==> src/rtl/pad_counter_pkg.sv <==
// Shared types and constants for the pad-side counter controller.
//   state_e   : bus-direction FSM encoding (RUN, TURN_IN, LOAD, TURN_OUT)
//   WIDTH_DEF : default counter / data-pad width
//   TURN_W    : width of the turnaround down-counter
package pad_counter_pkg;

  localparam int unsigned WIDTH_DEF = 41;
  localparam int unsigned TURN_W    = 4;

  typedef enum logic [1:0] {
    RUN      = 2'd0,
    TURN_IN  = 2'd1,
    LOAD     = 2'd2,
    TURN_OUT = 2'd3
  } state_e;

endpackage

==> src/rtl/pad_counter_ctrl_sync_ff.sv <==
// N-flop synchronizer for a single raw pad strobe.
//   clk   : destination clock
//   rst_n : asynchronous active-low reset, chain presets to RESET_VAL
//   d_i   : raw asynchronous input
//   q_o   : synchronized output (last stage)
module sync_ff #(
  parameter int unsigned STAGES    = 2,
  parameter logic        RESET_VAL = 1'b1
) (
  input  logic clk,
  input  logic rst_n,
  input  logic d_i,
  output logic q_o
);

  logic [STAGES-1:0] sync_q;

  always_ff @(posedge clk or negedge rst_n) begin
    if (!rst_n) begin
      sync_q <= {STAGES{RESET_VAL}};
    end else begin
      sync_q <= {sync_q[STAGES-2:0], d_i};
    end
  end

  assign q_o = sync_q[STAGES-1];

endmodule

==> src/rtl/pad_counter_ctrl.sv <==
// Counter core plus pad-side bus control behind the chip's digital pads.
// Synchronizes the oeb/web pad strobes, drives the count onto the
// bidirectional pads when allowed, and loads the count from the pads
// during external writes, with idle turnaround cycles on every
// bus-direction change.
//   clk     : core clock
//   rst_n   : asynchronous active-low reset
//   oeb_in  : raw pad, 0 = chip may drive the count pads
//   web_in  : raw pad, 0 = host writes the count through the pads
//   pad_in  : pad input buffers
//   pad_out : pad output data (always the count)
//   pad_oe  : per-pad output enable, 1 = drive
//   count_q : counter value
//   busy    : high while the FSM is not in RUN
// Optional feature macro COUNT_SATURATE_EN: when defined the count holds at
// all-ones in RUN instead of wrapping to zero.
//
// state    | meaning
// ---------+------------------------------------------------------------
// RUN      | counting; pads may be driven when oeb_s low and web_in high
// TURN_IN  | pads released, count held, TURN_CYCLES idle before loading
// LOAD     | count follows pad_in every cycle while web_s low
// TURN_OUT | pads released, count held, TURN_CYCLES idle before RUN
module pad_counter_ctrl
  import pad_counter_pkg::*;
#(
  parameter int unsigned WIDTH       = WIDTH_DEF,
  parameter int unsigned SYNC_STAGES = 2,
  parameter int unsigned TURN_CYCLES = 1
) (
  input  logic             clk,
  input  logic             rst_n,
  input  logic             oeb_in,
  input  logic             web_in,
  input  logic [WIDTH-1:0] pad_in,
  output logic [WIDTH-1:0] pad_out,
  output logic [WIDTH-1:0] pad_oe,
  output logic [WIDTH-1:0] count_q,
  output logic             busy
);

  localparam logic [TURN_W-1:0] TURN_LOAD = TURN_W'(TURN_CYCLES - 1);

  logic              oeb_s;
  logic              web_s;
  state_e            state_q, state_d;
  logic [TURN_W-1:0] turn_q, turn_d;
  logic [WIDTH-1:0]  count_d;
  logic              busy_q;

  sync_ff #(.STAGES(SYNC_STAGES), .RESET_VAL(1'b1)) u_sync_oeb (
    .clk   (clk),
    .rst_n (rst_n),
    .d_i   (oeb_in),
    .q_o   (oeb_s)
  );

  sync_ff #(.STAGES(SYNC_STAGES), .RESET_VAL(1'b1)) u_sync_web (
    .clk   (clk),
    .rst_n (rst_n),
    .d_i   (web_in),
    .q_o   (web_s)
  );

  always_comb begin
    state_d = state_q;
    turn_d  = turn_q;
    count_d = count_q;

    case (state_q)
      RUN: begin
        if (!web_s) begin
          state_d = TURN_IN;
          turn_d  = TURN_LOAD;
        end
      end
      TURN_IN: begin
        if (turn_q == '0) begin
          if (!web_s) begin
            state_d = LOAD;
          end else begin
            state_d = TURN_OUT;
            turn_d  = TURN_LOAD;
          end
        end else begin
          turn_d = turn_q - 1'b1;
        end
      end
      LOAD: begin
        if (web_s) begin
          state_d = TURN_OUT;
          turn_d  = TURN_LOAD;
        end
      end
      TURN_OUT: begin
        // Pads are already released here, so a new write skips TURN_IN.
        if (!web_s) begin
          state_d = LOAD;
        end else if (turn_q == '0) begin
          state_d = RUN;
        end else begin
          turn_d = turn_q - 1'b1;
        end
      end
      default: state_d = RUN;
    endcase

    // Count action follows the state being entered, so the edge that
    // leaves a turnaround already loads or increments.
    case (state_d)
      RUN: begin
`ifdef COUNT_SATURATE_EN
        count_d = (&count_q) ? count_q : count_q + 1'b1;
`else
        count_d = count_q + 1'b1;
`endif
      end
      LOAD:    count_d = pad_in;
      default: count_d = count_q;
    endcase
  end

  always_ff @(posedge clk or negedge rst_n) begin
    if (!rst_n) begin
      state_q <= RUN;
      turn_q  <= '0;
      count_q <= '0;
      busy_q  <= 1'b0;
    end else begin
      state_q <= state_d;
      turn_q  <= turn_d;
      count_q <= count_d;
      busy_q  <= (state_d != RUN);
    end
  end

  assign busy    = busy_q;
  assign pad_out = count_q;
  // Raw web_in releases the pads in the same cycle the host pulls it low,
  // ahead of the synchronizer, so the two drivers never overlap.
  assign pad_oe  = {WIDTH{(state_q == RUN) & ~oeb_s & web_in}};

endmodule

==> config.mk <==
export PLATFORM = sky130hd
export DESIGN_NAME = pad_counter_ctrl
export DESIGN_NICKNAME = d
export VERILOG_FILES = /design/src/rtl/pad_counter_pkg.sv /design/src/rtl/pad_counter_ctrl_sync_ff.sv /design/src/rtl/pad_counter_ctrl.sv
export SDC_FILE = /design/constraint.sdc
export NUM_CORES = 1
export LEC_CHECK = 0
export ABC_AREA = 1
export BUFFER_PORTS_ARGS = -buffer_cell sky130_fd_sc_hd__buf_2
export CAP_MARGIN = 20
export CORE_MARGIN = 1
export CORE_UTILIZATION = 52
export CTS_BUF_LIST = sky130_fd_sc_hd__clkbuf_16
export CTS_CLUSTER_DIAMETER = 100
export CTS_CLUSTER_SIZE = 40
export DETAILED_ROUTE_END_ITERATION = 7
export GPL_TIMING_DRIVEN = 1
export MAX_ROUTING_LAYER = met4
export PLACE_DENSITY_LB_ADDON = 0.2
export SETUP_SLACK_MARGIN = 0.3
export SYNTH_ARGS = -nofsm -noshare
export SYNTH_HDL_FRONTEND = slang
export SYNTH_SLANG_ARGS = --single-unit
==> constraint.sdc <==
create_clock -name clk -period 6.65 [get_ports clk]
set_input_delay 0.3325 -clock clk [delete_from_list [all_inputs] [get_ports clk]]
set_output_delay 0.3325 -clock clk [all_outputs]
set_load 0.005 [all_outputs]
# Word-level counts from Yosys, hierarchy flattened
# Index checks and enable logic that the tools add are counted.
[totals]
reg_bits = 52
latch_bits = 0
mem_bits_rw = 0
romBits = 0
output_inout_bits = 124
wordCells = 38
memories = 0
[op_classes]
n_addsub = 2
mul = 0
div = 0
magnitude_cmp = 0
eq_ne = 7
shift = 0
n_mux = 14
n_bitwise = 3
n_reduce_logical = 6
[ops]
columns = ["op", "count"]
rows = [
  ["41-bit case mux with 2 select lines", 1],
  ["41-bit by 1-bit adder with 41-bit output (second input constant)", 1],
  ["4-bit two-way mux", 5],
  ["4-bit case mux with 4 select lines", 1],
  ["2-bit two-way mux", 5],
  ["2-bit case mux with 4 select lines", 1],
  ["2-bit == test (second input constant)", 3],
  ["2-bit logical NOT", 2],
  ["4-bit logical NOT", 1],
  ["2-bit inequality test (second input constant)", 2],
  ["2-bit nonzero test", 2],
  ["4-bit by 1-bit subtractor with 4-bit output (second input constant)", 1],
  ["3-bit AND reduction", 1],
  ["1-bit AND", 2],
  ["2-bit by 1-bit == test with 1-bit output (second input constant)", 1],
  ["2-bit by 1-bit inequality test with 1-bit output (second input constant)", 1],
  ["1-bit two-way mux", 1],
  ["1-bit inverter", 1],
]

# Longest topological paths before layout
# Gate-level depths: netlist of the first run.
[logic_depth]
word_depth = 6
depth_mapped = 12

# Cells and area by module
# A second synthesis of the first run with hierarchy kept.
[unflattened]
cells_unflattened = 646
area_unflattened_um2 = 4290.4
[modules_own_cells]
columns = ["module", "instances", "cells_per_inst", "area_each_um2", "seq_area_each_um2"]
rows = [
  ["pad_counter_ctrl", 1, 642, 4185.3, 1201.2],
  ["sync_ff", 2, 2, 52.6, 52.6],
]

# Worst setup path after synthesis of the first run
# OpenSTA, ideal clock, no wires.
[synth_path]
path_type = "reg-to-output"
startpoint = "register state_q[0]"
endpoint = "output port pad_oe[10]"
t_arrival_ps = 3414
slack_ps = 2903
stages_incl_launch_ff = 4
n_path_buf = 1
path_cell_list = "dfrtp_1 -> or2_2 -> nor3b_1 -> buf_4"
[synth_between]
elab_chain_cells = 3
[synth_lines]
columns = ["element", "line", "source"]
rows = [
  ["start: declaration", "pad_counter_ctrl.sv:46", "state_e state_q, state_d;"],
  ["start signal: assignment", "pad_counter_ctrl.sv:130", "state_q <= state_d;"],
  ["2-bit logical NOT", "pad_counter_ctrl.sv:141", "assign pad_oe = {WIDTH{(state_q == RUN) & ~oeb_s & web_in}};"],
  ["1-bit AND (2 in series)", "pad_counter_ctrl.sv:141", ""],
  ["end: declaration", "pad_counter_ctrl.sv:37", "output logic [WIDTH-1:0] pad_oe,"],
]
# Every way passes these cells.

# Worst setup path in the final report of the first run
[layout_path]
startpoint = "register turn_q[0]"
endpoint = "register count_q[22]"
[layout_between]
elab_chain_cells = 6
elab_cells_between_ends = 9
classes_between = "1 x eq/ne; 5 x mux; 3 x reduce/logical"
[layout_lines]
columns = ["element", "line", "source"]
rows = [
  ["start: declaration", "pad_counter_ctrl.sv:47", "logic [TURN_W-1:0] turn_q, turn_d;"],
  ["start signal: assignment", "pad_counter_ctrl.sv:131", "turn_q <= turn_d;"],
  ["4-bit logical NOT (*)", "pad_counter_ctrl.sv:78, pad_counter_ctrl.sv:99", ""],
  ["2-bit two-way mux", "pad_counter_ctrl.sv:99", "end else if (turn_q == '0) begin"],
  ["2-bit two-way mux", "pad_counter_ctrl.sv:97", "if (!web_s) begin"],
  ["2-bit case mux with 4 select lines (*)", "pad_counter_ctrl.sv:70", "case (state_q)"],
  ["2-bit == test or 2-bit logical NOT (tied branches)", "pad_counter_ctrl.sv:110", "case (state_d)"],
  ["41-bit case mux with 2 select lines or 2-bit nonzero test (tied branches)", "n/a", ""],
  ["end signal: assignment", "pad_counter_ctrl.sv:132", "count_q <= count_d;"],
  ["end: declaration", "pad_counter_ctrl.sv:38", "output logic [WIDTH-1:0] count_q,"],
]
# Mark *: on every way between the ends. The rest lies on a longest branch, timed or not.
# A chain may end at the register's enable or synchronous reset.

==> metrics.txt, run 1 <==
min-delay src oeb_in; nets 767; Critical Path Slowest Stage Cell nor2_4; largest family of logic cells by synthesized area simple AND/OR/NAND/NOR gates; GPL Wtd Cong 0.9847; share of cells above drive strength 1 0.2861; vias in the first global route roughly 3,600; post-synthesis mux area share 0; most frequent cells in the layout nand2_1, buf_2, nor2_1; Total Power 1.939 mW; Distinct cells, synth 29; peak fanout along the critical path 40; FF-to-FF setup slack 4.28 ns; Main synth FF type dfrtp_1; WHS Endpoint u_sync_oeb.sync_q[0]$_DFF_PN1_; row count 32; Die X-Extent 92.20 µm; flops & latches, synth between 50 and 60; kind of critical path reg -> reg; # Post-CTS Setup Buffers 0; final hold viol count 0; Pre-antenna DRT Iters 5; MaxCap Viol Count 0; post-synthesis compound-gate area fraction 0.04555; Clock Latency Late Sink 0.29 ns; clock sink total 52; antenna violations before repair 0; adder-cell share of the synthesized area 0.008873; RSZ-0062 raised after global routing false; pwr/cell area 414.8 mW/mm²; # hold bufs at CTS 0; xor/xnor cell area share of the yosys netlist 0.06211; H-tree depth 2; clock skew approximately 0.0075 ns; largest net degree at the start of global routing 53; Synth Warn # 0; period utilization 0.3559; CTS Buf Count 5; GRT Overall Usage 0.2672; fin crit period about 2.4 ns; CP Cell Sequence inv_1 -> ha_1 -> nand2_1 -> nor2_2 -> nand2_2 -> nand2_2 -> nand2_4 -> nor2_4 -> nand2_1 -> o21bai_2; DP Wirelength 8.170 mm; post-CTS resize count 0; first-pass GRT wire length roughly 18 mm; DR iter-0 viols 185; Slew Limit Headroom 0.3039; RR Endpoint count_q[22]$_DFFE_PN0P_; Area growth, synth to finish 10.50%; Leak between 2 and 2.5 nW; Post-Route WL roughly 11 mm; maximum vdd drop 0.0001926 V; Final Slew Violations 0; Root Buffer clkbuf_16; core region area 0.007807 mm²; final setup violating endpoints 0; worst r2r src turn_q[0]$_DFFE_PN0P_; IO buf count ~170; Setup TNS 0 ns; length in cells of the worst reg-to-reg path 10; worst endpoint data arrival time 2.59 ns; f_max 422.5 MHz; Reg clk slew, reported paths about 0.070 ns; Layout Utilization 0.5987; # IOs 169; CTS Buffer Depth 2; Least-Margin Pin Slew 1.042 ns; initial core utilization 0.5418; CTS tree done; Vert. Die Dim 92.20 µm; sequential area share after synthesis 0.3088; WHS Path Cells 1; vias about 4,000; Post-synth EDFFs 0; Die Footprint 0.008500 mm²; data required time of the worst path 6.87 ns; ant diodes 0; outcome complete, no violations; syn_nets 683; startpoint class of the critical path register; syn_area_per_cell 6.662 µm²; Worst setup EP type register; GRT overflow 0; most common library cell in the layout ignoring fill and taps nand2_1; Synth Cell Area 0.004230 mm²; DR vias/cell 4.853; Min-Delay Path Class in -> reg; Post-route DRC 0; ANT nets after route 0; Post-Synth Simple-Gate Area 0.3617; Worst path max stage delay 0.76 ns; wire per inst 12.89 µm; ys async rst share 1.000; Mapped Cells 635
[sequential cells by signal (all words and copies together), names as in the netlist]
signal,cells
u_sync_web.sync_q,2
u_sync_oeb.sync_q,2
busy,1
state_q,2
count_q,41
turn_q,4
[worst max-delay path by stage]
stage / from / endpoint / slack (ns) / cells after the start
5_1_grt: turn_q[1]$_DFFE_PN0P_ / count_q[22]$_DFFE_PN0P_ / 4.02 / 10
2_1_floorplan: state_q[0]$_DFF_PN0_ / pad_oe[10] / 2.90 / 3
3_5_place_dp: turn_q[0]$_DFFE_PN0P_ / count_q[22]$_DFFE_PN0P_ / 4.25 / 10
4_1_cts: turn_q[0]$_DFFE_PN0P_ / count_q[22]$_DFFE_PN0P_ / 4.25 / 10
3_3_place_gp: turn_q[0]$_DFFE_PN0P_ / count_q[22]$_DFFE_PN0P_ / 4.37 / 10
6_report: turn_q[0]$_DFFE_PN0P_ / count_q[22]$_DFFE_PN0P_ / 4.28 / 10
[Yosys cell counts (2+ instances only)]
cell type	n	area [µm²]
buf_2	6	30.03
buf_4	85	638.1
dfrtp_1	48	1201
dfstp_2	4	105.1
ha_1	3	37.54
inv_1	54	202.7
inv_2	4	15.01
nand2_1	233	874.6
nand2_2	5	31.28
nand3_1	40	200.2
nand3b_1	2	15.01
nand4_1	9	56.30
nor2_1	66	247.7
nor2_2	4	25.02
nor2_4	4	45.04
o21ai_0	18	90.09
o21ai_1	8	40.04
o21bai_2	3	33.78
xnor2_1	11	96.34
xor2_1	19	166.4
[report_power, final]
group | switching (mW) | internal (mW)
clock | 0.116 | 0.137
combinational | 0.562 | 0.426
sequential | 0.235 | 0.463
[per-stage QoR]
step / std cells / setup WS, ns / cell area [µm²] / hold WS [ns]
5_1_grt: 822 / 4.023 / 4674 / 0.1290
6_report: 822 / 4.283 / 4674 / 0.1377
3_3_place_gp: 814 / 4.366 / 4536 / 0.3461
4_1_cts: 822 / 4.246 / 4674 / 0.1343
2_1_floorplan: 635 / 2.903 / 4230 / 0.03691
3_5_place_dp: 814 / 4.253 / 4536 / 0.3489
[metal layers]
layer	global-route usage	wire [µm]
met1	0.3467	4770
met2	0.4558	5254
met3	0.03234	517
met4	0.04167	57
met5	-	0
[layout make-up]
cell class	count	area [µm²]
fillers	797	3133
well taps	102	127.6
clock buffers	5	125.1
inverters	58	217.7
clock inverters	3	13.76
multi-input cells	432	2028
repair buffers	170	855.8
flip-flops and latches	52	1306
[critical path: cells and delay by family, from the launching register on]
family                     cells  cell delay, ns
adders and majority gates      1            0.17
and+or+nand+nor                7            1.49
buffers and inverters          1            0.10
AOI/OAI and AO/OA              1            0.14
DFF                            1            0.39
[logic make-up after synthesis]
| logic type | after synthesis |
|---|---|
| buffers and inverters | 151 |
| flip-flops | 52 |
| AND/OR/NAND/NOR | 367 |
| AO/OA/AOI/OAI | 32 |
| adder cells (fa/ha/maj) | 3 |
| XOR/XNOR | 30 |
Note: power is estimated with default switching activity, not from simulation.
==> run 2: changes to the inputs <==
--- a/config.mk
+++ b/config.mk
@@ -9,7 +9,7 @@
 export BUFFER_PORTS_ARGS = -buffer_cell sky130_fd_sc_hd__buf_2
 export CAP_MARGIN = 20
 export CORE_MARGIN = 1
-export CORE_UTILIZATION = 52
+export CORE_UTILIZATION = 50
 export CTS_BUF_LIST = sky130_fd_sc_hd__clkbuf_16
 export CTS_CLUSTER_DIAMETER = 100
 export CTS_CLUSTER_SIZE = 40
==> constraint.sdc (replaced) <==
create_clock -name clk -period 2.3 [get_ports clk]
set_input_delay 0.115 -clock clk [delete_from_list [all_inputs] [get_ports clk]]
set_output_delay 0.115 -clock clk [all_outputs]
set_load 0.005 [all_outputs]
==> run 2 against run 1 <==
Cell count increased by 1.8%. Wire length increased by 11%. Die area increased by 3.9%. Largest cell class unchanged. Clock power increased to 3.6 times the previous value. Combinational power increased to 3.3 times the previous value. Non-clock buffer count increased by 11. Flip-flop and latch count unchanged. Clock skew decreased by 0.0016 ns. Design area increased by 5.5%.
==> metrics.txt, run 2 (synthesis results as in run 1) <==
# IOs 169; most common library cell in the layout ignoring fill and taps nand2_1; Die Footprint 0.008832 mm²; CTS tree done; Clock Latency Late Sink approximately 0.30 ns; Largest Register count_q; Root Buffer clkbuf_16; outcome complete, no violations; vias 4,159; Least-Margin Pin Slew 0.3767 ns; maximum vdd drop 0.0006339 V; share of cells above drive strength 1 0.2951; startpoint class of the critical path register; Min-Delay Path Class in -> reg; Final Slew Violations 0; IO buf count about 170; peak fanout along the critical path 20; Reg clk slew, reported paths 0.08 ns; GRT overflow 0; GRT Overall Usage 0.2687; Largest register FFs 41; Slew Limit Headroom 0.7462; ant diodes 0; worst endpoint data arrival time 2.13 ns; period utilization 0.8224; clock skew 0.005887 ns; Area growth, synth to finish 16.53%; Placed Instance Area ~0.0046 mm²; H-tree depth 2; first-pass GRT wire length around 18 mm; Post-Route WL 11.74 mm; Setup crit start turn_q[0]$_DFFE_PN0P_; Final Instance Area 0.004930 mm²; row count 33; DP Wirelength 8.655 mm; FF-to-FF setup slack 0.41 ns; Worst setup EP type register; Pre-antenna DRT Iters 7; GPL Wtd Cong ~0.93; Die X-Extent 93.98 µm; data required time of the worst path ~2.5 ns; pwr/cell area 1255 mW/mm²; Setup TNS 0 ns; min-delay src pad_in[4]; end of the critical path count_q[8]$_DFFE_PN0P_; DR vias/cell 4.969; kind of critical path reg -> reg; length in cells of the worst reg-to-reg path 12; largest net degree at the start of global routing 49; most frequent cells in the layout nand2_1, buf_2, nor2_1; vias in the first global route ~3,700; CTS Buffer Depth 2; f_max 528.6 MHz; Vert. Die Dim 93.98 µm; nets 779; final setup violating endpoints 0; Leak 2.593 nW; worst r2r src turn_q[0]$_DFFE_PN0P_; DR iter-0 viols approximately 230; CTS Buf Count 5; final hold viol count 0; Post-route DRC 0; core region area 0.008217 mm²; clock sink total between 50 and 60; RR Endpoint count_q[8]$_DFFE_PN0P_; antenna violations before repair 0; Regs by FF count count_q: 41 flops, turn_q: 4 flops; ANT nets after route 0; MaxCap Viol Count 0; wire per inst 14.02 µm; fin crit period 1.892 ns; RSZ-0062 raised after global routing false; initial core utilization 0.5148
## run 2: worst min path at each step
stage	end	slack (ns)	cells after the start
after floorplan	busy$_DFF_PN0_	-0.18	0
after global placement	u_sync_web.sync_q[1]$_DFF_PN1_	0.14	1
after detailed placement	u_sync_web.sync_q[0]$_DFF_PN1_	0.14	1
after CTS	count_q[4]$_DFFE_PN0P_	0.03	3
after global routing	count_q[10]$_DFFE_PN0P_	0.04	3
final	count_q[4]$_DFFE_PN0P_	0.03	3
## run 2: what timing repair did
item,CTS,global route
setup buffers,0,1
resized for setup,0,5
setup endpoints to repair,0,26
hold buffers,3,0
endpoints found under the hold margin,54,0
## run 2: per-stage QoR
step           power [mW]    util  worst slack, ns  hold slack [ns]  instances
5_1_grt             6.710  0.6000           0.3041          0.03943        837
2_1_floorplan       4.281       -           0.3111          -0.1806        635
3_3_place_gp        4.954  0.5599           0.4135           0.1383        821
4_1_cts             5.940  0.5844           0.3080          0.02770        832
6_report            6.187  0.6000           0.4084          0.02632        837
3_5_place_dp        5.024  0.5599           0.3543           0.1423        821
## run 2: per-layer routing
metal	wire [µm]	GRT usage	vias to the layer above
li1	-	-	2072
met1	5272	0.3521	1911
met2	5753	0.4556	168
met3	612	0.02427	8
met4	98	0.05128	0
met5	0	-	-
## run 2: layout make-up
class / count / area (µm²)
Fill cell: 851 / 3287
Multi-Input combinational cell: 433 / 2064
Sequential cell: 52 / 1306
Timing Repair Buffer: 181 / 1036
Inverter: 58 / 220.2
Tap cell: 105 / 131.4
Clock buffer: 5 / 125.1
Clock inverter: 3 / 46.29
## run 2: critical path, cell delays in order, from the launching register on
cell,delay (ns)
dfrtp_1,0.40
inv_1,0.10
ha_1,0.18
nand2_1,0.07
nor2_2,0.11
nand2_2,0.11
nand2_4,0.14
nand2_8,0.12
nor2_4,0.14
buf_12,0.14
clkbuf_16,0.19
nand2_1,0.07
nand3_1,0.07
## run 2: report_power, final
group          total, mW  switching [mW]  internal (mW)
Clock              0.907           0.388          0.519
Combinational       3.25            1.81           1.45
Sequential          2.03           0.689           1.34
